<file path="src/rtl/buf_cmd_if.sv">
// ---------------------------------------------------------------------------
// buf_cmd_if
// Bundles the three buses of the buffer command controller:
//   req_*  : upstream request channel (valid/ready), carries op, mode, data
//   buf_*  : single-cycle command port to the shared FIFO/LIFO buffer, plus
//            the buffer's registered pop data and full/empty flags
//   rsp_*  : response channel (valid/ready), carries popped data and errors
// Modports:
//   slave  : the controller's view (accepts requests, drives the buffer,
//            produces responses)
//   master : the environment's view (requester, buffer, response consumer)
// ---------------------------------------------------------------------------
interface buf_cmd_if #(
    parameter int DinLENGTH = 32
);
    logic                 req_valid;
    logic                 req_ready;
    logic [1:0]           req_op;
    logic [1:0]           req_mode;
    logic [DinLENGTH-1:0] req_data;

    logic [1:0]           buf_mode;
    logic [1:0]           buf_opcode;
    logic [DinLENGTH-1:0] buf_din;
    logic [DinLENGTH-1:0] buf_dout;
    logic                 buf_full;
    logic                 buf_empty;

    logic                 rsp_valid;
    logic                 rsp_ready;
    logic [DinLENGTH-1:0] rsp_data;
    logic [1:0]           rsp_err;

    modport slave (
        input  req_valid, req_op, req_mode, req_data,
        output req_ready,
        output buf_mode, buf_opcode, buf_din,
        input  buf_dout, buf_full, buf_empty,
        output rsp_valid, rsp_data, rsp_err,
        input  rsp_ready
    );

    modport master (
        output req_valid, req_op, req_mode, req_data,
        input  req_ready,
        input  buf_mode, buf_opcode, buf_din,
        output buf_dout, buf_full, buf_empty,
        input  rsp_valid, rsp_data, rsp_err,
        output rsp_ready
    );
endinterface

</file>
<file path="src/rtl/buf_cmd_ctrl.sv">
// ---------------------------------------------------------------------------
// buf_cmd_ctrl
// Upstream command controller for the shared FIFO/LIFO buffer. Takes one
// request at a time, turns it into one or two single-cycle buffer commands,
// refuses commands the buffer flags say are illegal, captures popped data and
// returns exactly one response per accepted request, in order.
//
// Ports:
//   clk    : clock, rising edge
//   reset  : synchronous active-high reset (same net as the buffer reset)
//   bus    : buf_cmd_if.slave
//            req_valid/req_ready/req_op/req_mode/req_data  request channel
//            buf_mode/buf_opcode/buf_din                    buffer command
//            buf_dout/buf_full/buf_empty                    buffer status
//            rsp_valid/rsp_ready/rsp_data/rsp_err           response channel
//              rsp_err[0] = push refused (full), rsp_err[1] = pop refused
//
// Opcode encoding (req_op and buf_opcode): 00 NIMIC, 01 PUSH, 10 POP,
// 11 PUSH_POP. buf_opcode only ever carries NIMIC, PUSH or POP; a PUSH_POP
// request is split into a PUSH in ISSUE1 and a POP in ISSUE2.
// ---------------------------------------------------------------------------
module buf_cmd_ctrl #(
    parameter int DinLENGTH = 32,
    parameter int BUF_SIZE  = 4
) (
    input  logic       clk,
    input  logic       reset,
    buf_cmd_if.slave   bus
);
    localparam logic [1:0] OP_NIMIC    = 2'b00;
    localparam logic [1:0] OP_PUSH     = 2'b01;
    localparam logic [1:0] OP_POP      = 2'b10;
    localparam logic [1:0] OP_PUSH_POP = 2'b11;

    typedef enum logic [2:0] {
        IDLE,
        ISSUE1,
        SETTLE1,
        ISSUE2,
        SETTLE2,
        RESP
    } state_t;

    state_t               state_reg,      state_next;
    logic [1:0]           op_reg,         op_next;
    logic                 popped_reg,     popped_next;
    logic                 req_ready_reg,  req_ready_next;
    logic [1:0]           buf_opcode_reg, buf_opcode_next;
    logic [1:0]           buf_mode_reg,   buf_mode_next;
    logic [DinLENGTH-1:0] buf_din_reg,    buf_din_next;
    logic                 rsp_valid_reg,  rsp_valid_next;
    logic [DinLENGTH-1:0] rsp_data_reg,   rsp_data_next;
    logic [1:0]           rsp_err_reg,    rsp_err_next;

    // Every output is a register, so the value shown in a state is decided
    // on the edge that enters it. The ISSUE1 command is therefore chosen
    // from the flags at the accept edge and the ISSUE2 command from the
    // flags at the end of SETTLE1; in both cases the last command was at
    // least one full cycle earlier, so the registered flags have settled.
    always_comb begin
        state_next      = state_reg;
        op_next         = op_reg;
        popped_next     = popped_reg;
        req_ready_next  = req_ready_reg;
        buf_opcode_next = OP_NIMIC;
        buf_mode_next   = buf_mode_reg;
        buf_din_next    = buf_din_reg;
        rsp_valid_next  = rsp_valid_reg;
        rsp_data_next   = rsp_data_reg;
        rsp_err_next    = rsp_err_reg;

        case (state_reg)
            IDLE: begin
                req_ready_next = 1'b1;
                // req_ready is low for the first IDLE cycle after reset,
                // so acceptance is qualified by the registered ready.
                if (req_ready_reg && bus.req_valid) begin
                    state_next     = ISSUE1;
                    req_ready_next = 1'b0;
                    op_next        = bus.req_op;
                    buf_mode_next  = bus.req_mode;
                    buf_din_next   = bus.req_data;
                    rsp_data_next  = '0;
                    rsp_err_next   = 2'b00;
                    popped_next    = 1'b0;
                    case (bus.req_op)
                        OP_PUSH, OP_PUSH_POP: begin
                            if (!bus.buf_full) buf_opcode_next = OP_PUSH;
                            else               rsp_err_next[0] = 1'b1;
                        end
                        OP_POP: begin
                            if (!bus.buf_empty) begin
                                buf_opcode_next = OP_POP;
                                popped_next     = 1'b1;
                            end else begin
                                rsp_err_next[1] = 1'b1;
                            end
                        end
                        default: ;
                    endcase
                end
            end

            ISSUE1: state_next = SETTLE1;

            SETTLE1: begin
                // Buffer pop data is registered, valid during SETTLE1.
                if (popped_reg) rsp_data_next = bus.buf_dout;
                if (op_reg == OP_PUSH_POP) begin
                    state_next  = ISSUE2;
                    popped_next = 1'b0;
                    // The ISSUE1 push (if any) took effect on the edge that
                    // started SETTLE1, so buf_empty already reflects it.
                    if (!bus.buf_empty) begin
                        buf_opcode_next = OP_POP;
                        popped_next     = 1'b1;
                    end else begin
                        rsp_err_next[1] = 1'b1;
                    end
                end else begin
                    state_next     = RESP;
                    rsp_valid_next = 1'b1;
                end
            end

            ISSUE2: state_next = SETTLE2;

            SETTLE2: begin
                if (popped_reg) rsp_data_next = bus.buf_dout;
                state_next     = RESP;
                rsp_valid_next = 1'b1;
            end

            RESP: begin
                if (bus.rsp_ready) begin
                    state_next     = IDLE;
                    rsp_valid_next = 1'b0;
                    req_ready_next = 1'b1;
                end
            end

            default: state_next = IDLE;
        endcase
    end

    always_ff @(posedge clk) begin
        if (reset) begin
            state_reg      <= IDLE;
            op_reg         <= OP_NIMIC;
            popped_reg     <= 1'b0;
            req_ready_reg  <= 1'b0;
            buf_opcode_reg <= OP_NIMIC;
            buf_mode_reg   <= 2'b00;
            buf_din_reg    <= '0;
            rsp_valid_reg  <= 1'b0;
            rsp_data_reg   <= '0;
            rsp_err_reg    <= 2'b00;
        end else begin
            state_reg      <= state_next;
            op_reg         <= op_next;
            popped_reg     <= popped_next;
            req_ready_reg  <= req_ready_next;
            buf_opcode_reg <= buf_opcode_next;
            buf_mode_reg   <= buf_mode_next;
            buf_din_reg    <= buf_din_next;
            rsp_valid_reg  <= rsp_valid_next;
            rsp_data_reg   <= rsp_data_next;
            rsp_err_reg    <= rsp_err_next;
        end
    end

    assign bus.req_ready  = req_ready_reg;
    assign bus.buf_opcode = buf_opcode_reg;
    assign bus.buf_mode   = buf_mode_reg;
    assign bus.buf_din    = buf_din_reg;
    assign bus.rsp_valid  = rsp_valid_reg;
    assign bus.rsp_data   = rsp_data_reg;
    assign bus.rsp_err    = rsp_err_reg;

    // Shadow occupancy of the buffer as implied by the commands we issued.
    // Modes 10/11 are no-ops in the buffer, so they do not move the count.
    // Only the assertions below read it.
    localparam int               OCC_W   = $clog2(BUF_SIZE + 1);
    localparam logic [OCC_W-1:0] OCC_MAX = OCC_W'(BUF_SIZE);

    logic [OCC_W-1:0] occ_reg;
    logic [1:0]       prev_opcode_reg;

    always_ff @(posedge clk) begin
        if (reset) begin
            occ_reg         <= '0;
            prev_opcode_reg <= OP_NIMIC;
        end else begin
            prev_opcode_reg <= buf_opcode_reg;
            if (!buf_mode_reg[1]) begin
                if (buf_opcode_reg == OP_PUSH)     occ_reg <= occ_reg + OCC_W'(1);
                else if (buf_opcode_reg == OP_POP) occ_reg <= occ_reg - OCC_W'(1);
            end
        end
    end

    always_ff @(posedge clk) begin
        if (!reset) begin
            assert (occ_reg <= OCC_MAX);
            assert (bus.buf_full == (occ_reg == OCC_MAX));
            assert (bus.buf_empty == (occ_reg == '0));
            assert (!(buf_opcode_reg != OP_NIMIC && prev_opcode_reg != OP_NIMIC));
        end
    end
endmodule
</file>
<file path="src/flat_wrapper.sv">
// flat-port wrapper written by rule: the top's interface ports become plain ports
module buf_cmd_ctrl_flat 
#(
    parameter int DinLENGTH = 32,
    parameter int BUF_SIZE  = 4
)
  (clk, reset, bus_req_valid, bus_req_op, bus_req_mode, bus_req_data, bus_req_ready, bus_buf_mode, bus_buf_opcode, bus_buf_din, bus_buf_dout, bus_buf_full, bus_buf_empty, bus_rsp_valid, bus_rsp_data, bus_rsp_err, bus_rsp_ready);
  buf_cmd_if #(.DinLENGTH(DinLENGTH)) bus_i ();
  input  logic clk;
  input  logic reset;
  input wire logic [$bits(bus_i.req_valid)-1:0] bus_req_valid;
  input wire logic [$bits(bus_i.req_op)-1:0] bus_req_op;
  input wire logic [$bits(bus_i.req_mode)-1:0] bus_req_mode;
  input wire logic [$bits(bus_i.req_data)-1:0] bus_req_data;
  output wire logic [$bits(bus_i.req_ready)-1:0] bus_req_ready;
  output wire logic [$bits(bus_i.buf_mode)-1:0] bus_buf_mode;
  output wire logic [$bits(bus_i.buf_opcode)-1:0] bus_buf_opcode;
  output wire logic [$bits(bus_i.buf_din)-1:0] bus_buf_din;
  input wire logic [$bits(bus_i.buf_dout)-1:0] bus_buf_dout;
  input wire logic [$bits(bus_i.buf_full)-1:0] bus_buf_full;
  input wire logic [$bits(bus_i.buf_empty)-1:0] bus_buf_empty;
  output wire logic [$bits(bus_i.rsp_valid)-1:0] bus_rsp_valid;
  output wire logic [$bits(bus_i.rsp_data)-1:0] bus_rsp_data;
  output wire logic [$bits(bus_i.rsp_err)-1:0] bus_rsp_err;
  input wire logic [$bits(bus_i.rsp_ready)-1:0] bus_rsp_ready;
  assign bus_i.req_valid = bus_req_valid;
  assign bus_i.req_op = bus_req_op;
  assign bus_i.req_mode = bus_req_mode;
  assign bus_i.req_data = bus_req_data;
  assign bus_req_ready = bus_i.req_ready;
  assign bus_buf_mode = bus_i.buf_mode;
  assign bus_buf_opcode = bus_i.buf_opcode;
  assign bus_buf_din = bus_i.buf_din;
  assign bus_i.buf_dout = bus_buf_dout;
  assign bus_i.buf_full = bus_buf_full;
  assign bus_i.buf_empty = bus_buf_empty;
  assign bus_rsp_valid = bus_i.rsp_valid;
  assign bus_rsp_data = bus_i.rsp_data;
  assign bus_rsp_err = bus_i.rsp_err;
  assign bus_i.rsp_ready = bus_rsp_ready;
  buf_cmd_ctrl #(.DinLENGTH(DinLENGTH), .BUF_SIZE(BUF_SIZE)) u_core (.clk(clk), .reset(reset), .bus(bus_i));
endmodule
</file>
<file path="config.mk">
export PLATFORM = sky130hd
export DESIGN_NAME = buf_cmd_ctrl_flat
export DESIGN_NICKNAME = d
export VERILOG_FILES = /design/src/rtl/buf_cmd_if.sv /design/src/rtl/buf_cmd_ctrl.sv /design/src/flat_wrapper.sv
export SDC_FILE = /design/constraint.sdc
export NUM_CORES = 1
export LEC_CHECK = 0
export ABC_CLOCK_PERIOD_IN_PS = 1600
export CAP_MARGIN = 40
export CORE_ASPECT_RATIO = 1.4
export CORE_MARGIN = 2
export CORE_UTILIZATION = 37
export DETAILED_ROUTE_END_ITERATION = 8
export GPL_TIMING_DRIVEN = 0
export PLACE_DENSITY = 0.76
export SLEW_MARGIN = 40
export SYNTH_ARGS = -nofsm -noshare
export SYNTH_HDL_FRONTEND = slang
export SYNTH_SLANG_ARGS = --single-unit
export TNS_END_PERCENT = 100
</file>
<file path="constraint.sdc">
create_clock -name clk -period 1.6 [get_ports clk]
set_input_delay 0.32 -clock clk [delete_from_list [all_inputs] [get_ports clk]]
set_output_delay 0.32 -clock clk [all_outputs]
set_load 0.1 [all_outputs]
</file>
==> results <==
## area by class of cell
cell class,count,area [um2],area share [%]
clock inverter,3,43.8,0.932
inverter,1,3.75,0.0799
timing repair buffer,147,1120,23.8
sequential,78,1570,33.4
multi-input combinational,253,1400,29.9
clock buffer,13,250,5.33
tap,102,128,2.72
buffer,28,184,3.91
## what timing repair did
| item | in CTS | in global routing |
|---|---|---|
| setup buffers | 1 | 1 |
| gates resized for setup | 8 | 8 |
| cloned | 0 | 0 |
| endpoints found under the setup margin | 72 | 57 |
| pin swaps | 1 | 1 |
## power by group through the flow
stage | clock [mW] | sequential (mW) | combinational, mW
3_5_place_dp | 0 | 2.14 | 1.41
2_1_floorplan | 0 | 2.75 | 0.417
3_3_place_gp | 0 | 2.14 | 1.48
4_1_cts | 2.06 | 2.10 | 1.44
5_1_grt | 2.14 | 2.11 | 1.52
6_report | 1.99 | 2.10 | 1.43
## routing by layer
layer / GRT usage, % / up-vias / share of wire, % / wire [um]
li1: - / 1515 / - / -
met1: 20.3 / 1345 / 40 / 3250
met2: 30.9 / 108 / 50 / 4080
met3: 6.22 / 8 / 9.2 / 753
met4: 5.67 / 0 / 1.0 / 82
met5: 0 / - / 0 / 0
## worst reg2reg max path, delay by kind of cell (launching register included)
family | cells | cell delay [ns]
flip-flops | 1 | 0.35
AO/OA/AOI/OAI | 1 | 0.06
buffers and inverters | 2 | 0.36
AND/OR/NAND/NOR | 3 | 0.63
## per-stage QoR
step	worst slack [ns]	setup TNS, ns	total power [mW]
after global placement	-0.473	-41.89	3.62
final	0.0503	0	5.52
after CTS	0.0258	0	5.60
after global routing	0.00103	0	5.78
after floorplan	0.00797	0	3.17
after detailed placement	-0.546	-32.38	3.55
## path summary, 6_finish.rpt
path / start / end / slack (ns) / cells past startpoint
worst min register to register: u_core.bus.buf_din[1]$_SDFFE_PP0P_ / u_core.bus.buf_din[1]$_SDFFE_PP0P_ / 0.45 / 2
worst min-delay path: u_core.bus.buf_din[1]$_SDFFE_PP0P_ / u_core.bus.buf_din[1]$_SDFFE_PP0P_ / 0.45 / 2
worst max register to register: u_core.state_reg[2]$_SDFFE_PP0P_ / u_core.bus.buf_mode[1]$_SDFFE_PP0P_ / 0.08 / 6
worst max-delay path: bus_req_valid / u_core.bus.buf_mode[1]$_SDFFE_PP0P_ / 0.05 / 7
## cell usage in the layout, fill, tap and decap left out, types with 8 or more instances in the layout
cell type / instances
nand2_1: 76
buf_2: 79
clkbuf_16: 9
dfxtp_1: 75
a21oi_1: 47
clkbuf_1: 8
o21ai_2: 27
nand3_1: 35
clkdlybuf4s50_1: 73
nand2b_1: 34
## cells by family after synthesis
kind of cell    count (synthesis)
compound gates                 87
buf+inv                        29
simple gates                  165
flops                          78
xor+xnor                        1
## Yosys cell counts (all sizes together), types with 2 or more instances
| library cell | number | share of area [%] |
|---|---|---|
| a21oi | 47 | 7.5 |
| clkbuf | 10 | 1.2 |
| nand2b | 35 | 7.2 |
| nor2 | 4 | 0.48 |
| nand2 | 76 | 9.1 |
| nand3 | 35 | 5.6 |
| buf | 18 | 4.2 |
| or2 | 3 | 0.60 |
| nor2b | 4 | 0.80 |
| a221oi | 2 | 1.1 |
| dfxtp | 78 | 50 |
| o21ai | 35 | 8.8 |
| nor3 | 4 | 0.80 |
==> impl_metrics.tcl <==
set metrics [dict create \
    vias 2976 \
    wl_mm 8.17 \
    power.switching_mw 1.80 \
    drt_iter0_markers 61 \
    dieHeight_um 113 \
    slew-limit-headroom_pct 66.4 \
    ys_seq_elements 78 \
    drc_errors 0 \
    cts_tree "built" \
    async_flop_share_pct 0 \
    vdd_ir_drop_max_mv 0.795 \
    synth.area.mux_share_pct 0 \
    ys_warn_count 0 \
    synth.distinct_cells 31 \
    port_buffers 145 \
    fillers 770 \
    finalHoldViolations 0 \
    area_growth_pct 50.1 \
    setup_viol 0 \
    start_util_pct 38.2 \
    p_clk_share_pct 36.0 \
    period_needed_ns 1.55 \
    skew_ns 0.00484 \
    fp-row-count 39 \
    synth_top_family_by_area "simple AND/OR/NAND/NOR gates" \
    final_util_pct 57.3 \
    grt_pass1_wl_mm 13.1 \
    ant_nets 0 \
    ioPinCount 146 \
    n_antenna_cell 0 \
    synthAdderAreaFrac_pct 0 \
    placed_area_um2 4350 \
    yosys.area_share.simple_pct 26.2 \
    numCtsBuffers 9 \
    path_cells "clkdlybuf4s50_1, nand3b_4, or2_1, buf_4, buf_2, nand2_1, a21oi_1" \
    endpoint_kind "flip-flop" \
    final.period_utilization_pct 96.9 \
    comb_power_share_pct 26.0 \
    cp-start-kind "input port" \
    status "finished, final reports clean" \
    crit_arrival_ns 1.76 \
    final_area_um2 4700 \
    hold_path_class "flip-flop to flip-flop" \
    critPathTopFamily "buffers and inverters" \
    synth_compound_area_share_pct 18.2 \
    slowest_delay_ns 0.53 \
    synth_cells 360 \
    first_global_vias 2844 \
    via_per_inst 4.76 \
    cp_data_required_time_ns 1.81 \
    crit_fanout 10 \
    criticalPathCategory "input port to flip-flop" \
    p_leak_nw 1.96 \
    clk_latency_ns 0.32 \
    firstDrtPassIters 4 \
    yosysSeqAreaShare_pct 49.9 \
    syn_avg_cell_area_um2 8.70 \
    nNetsFinal 592 \
    die_x_um 81.7 \
    syn_area_um2 3130 \
    worst_pin_slew_ns 0.507 \
    htreeDepth 3 \
    yosys.area_share.xor_xnor_pct 0.280 \
    maxCapViolCount 0 \
    clkSinkCount 78 \
    critical-path-slowest-cell "clkdlybuf4s50_1" \
    powerDensity_nw_per_um2 1180 \
    root_buffer "clkbuf_16" \
    gr-total-overflow 0 \
    cts.path.max_buffers 2 \
    sequentialPowerShare_pct 38.0 \
    fmax_mhz 645 \
    cp_num_buf_inv 3 \
    gp_congestion 0.843 \
    final_layout_size_suffix_gt1_share_pct 28.3 \
    ys.flop_type "dfxtp_1" \
    ctsHoldBuffers 0 \
    grt_usage_pct 17.9 \
    synth_edf_count 0 \
    coreArea_um2 8200 \
    die-area_um2 9220 \
    dp.cells 607 \
    final_cells 625 \
    hold_slack_ns 0.451 \
    dpl.hpwl_mm 6.27 \
    grt_max_degree 13 \
    syn_nets 434 \
    avgRoutedWirePerCell_um 13.1 \
    power.internal_mw 3.72 \
    clk_pin_slew_worst_paths_ns 0.06 \
    switching_share_pct 32.7 \
    maxSlewViolCount 0 \
    grt_setup_unrepaired "false" \
    antenna_found_initial 0 \
]
(Power assumes the default switching activity.)
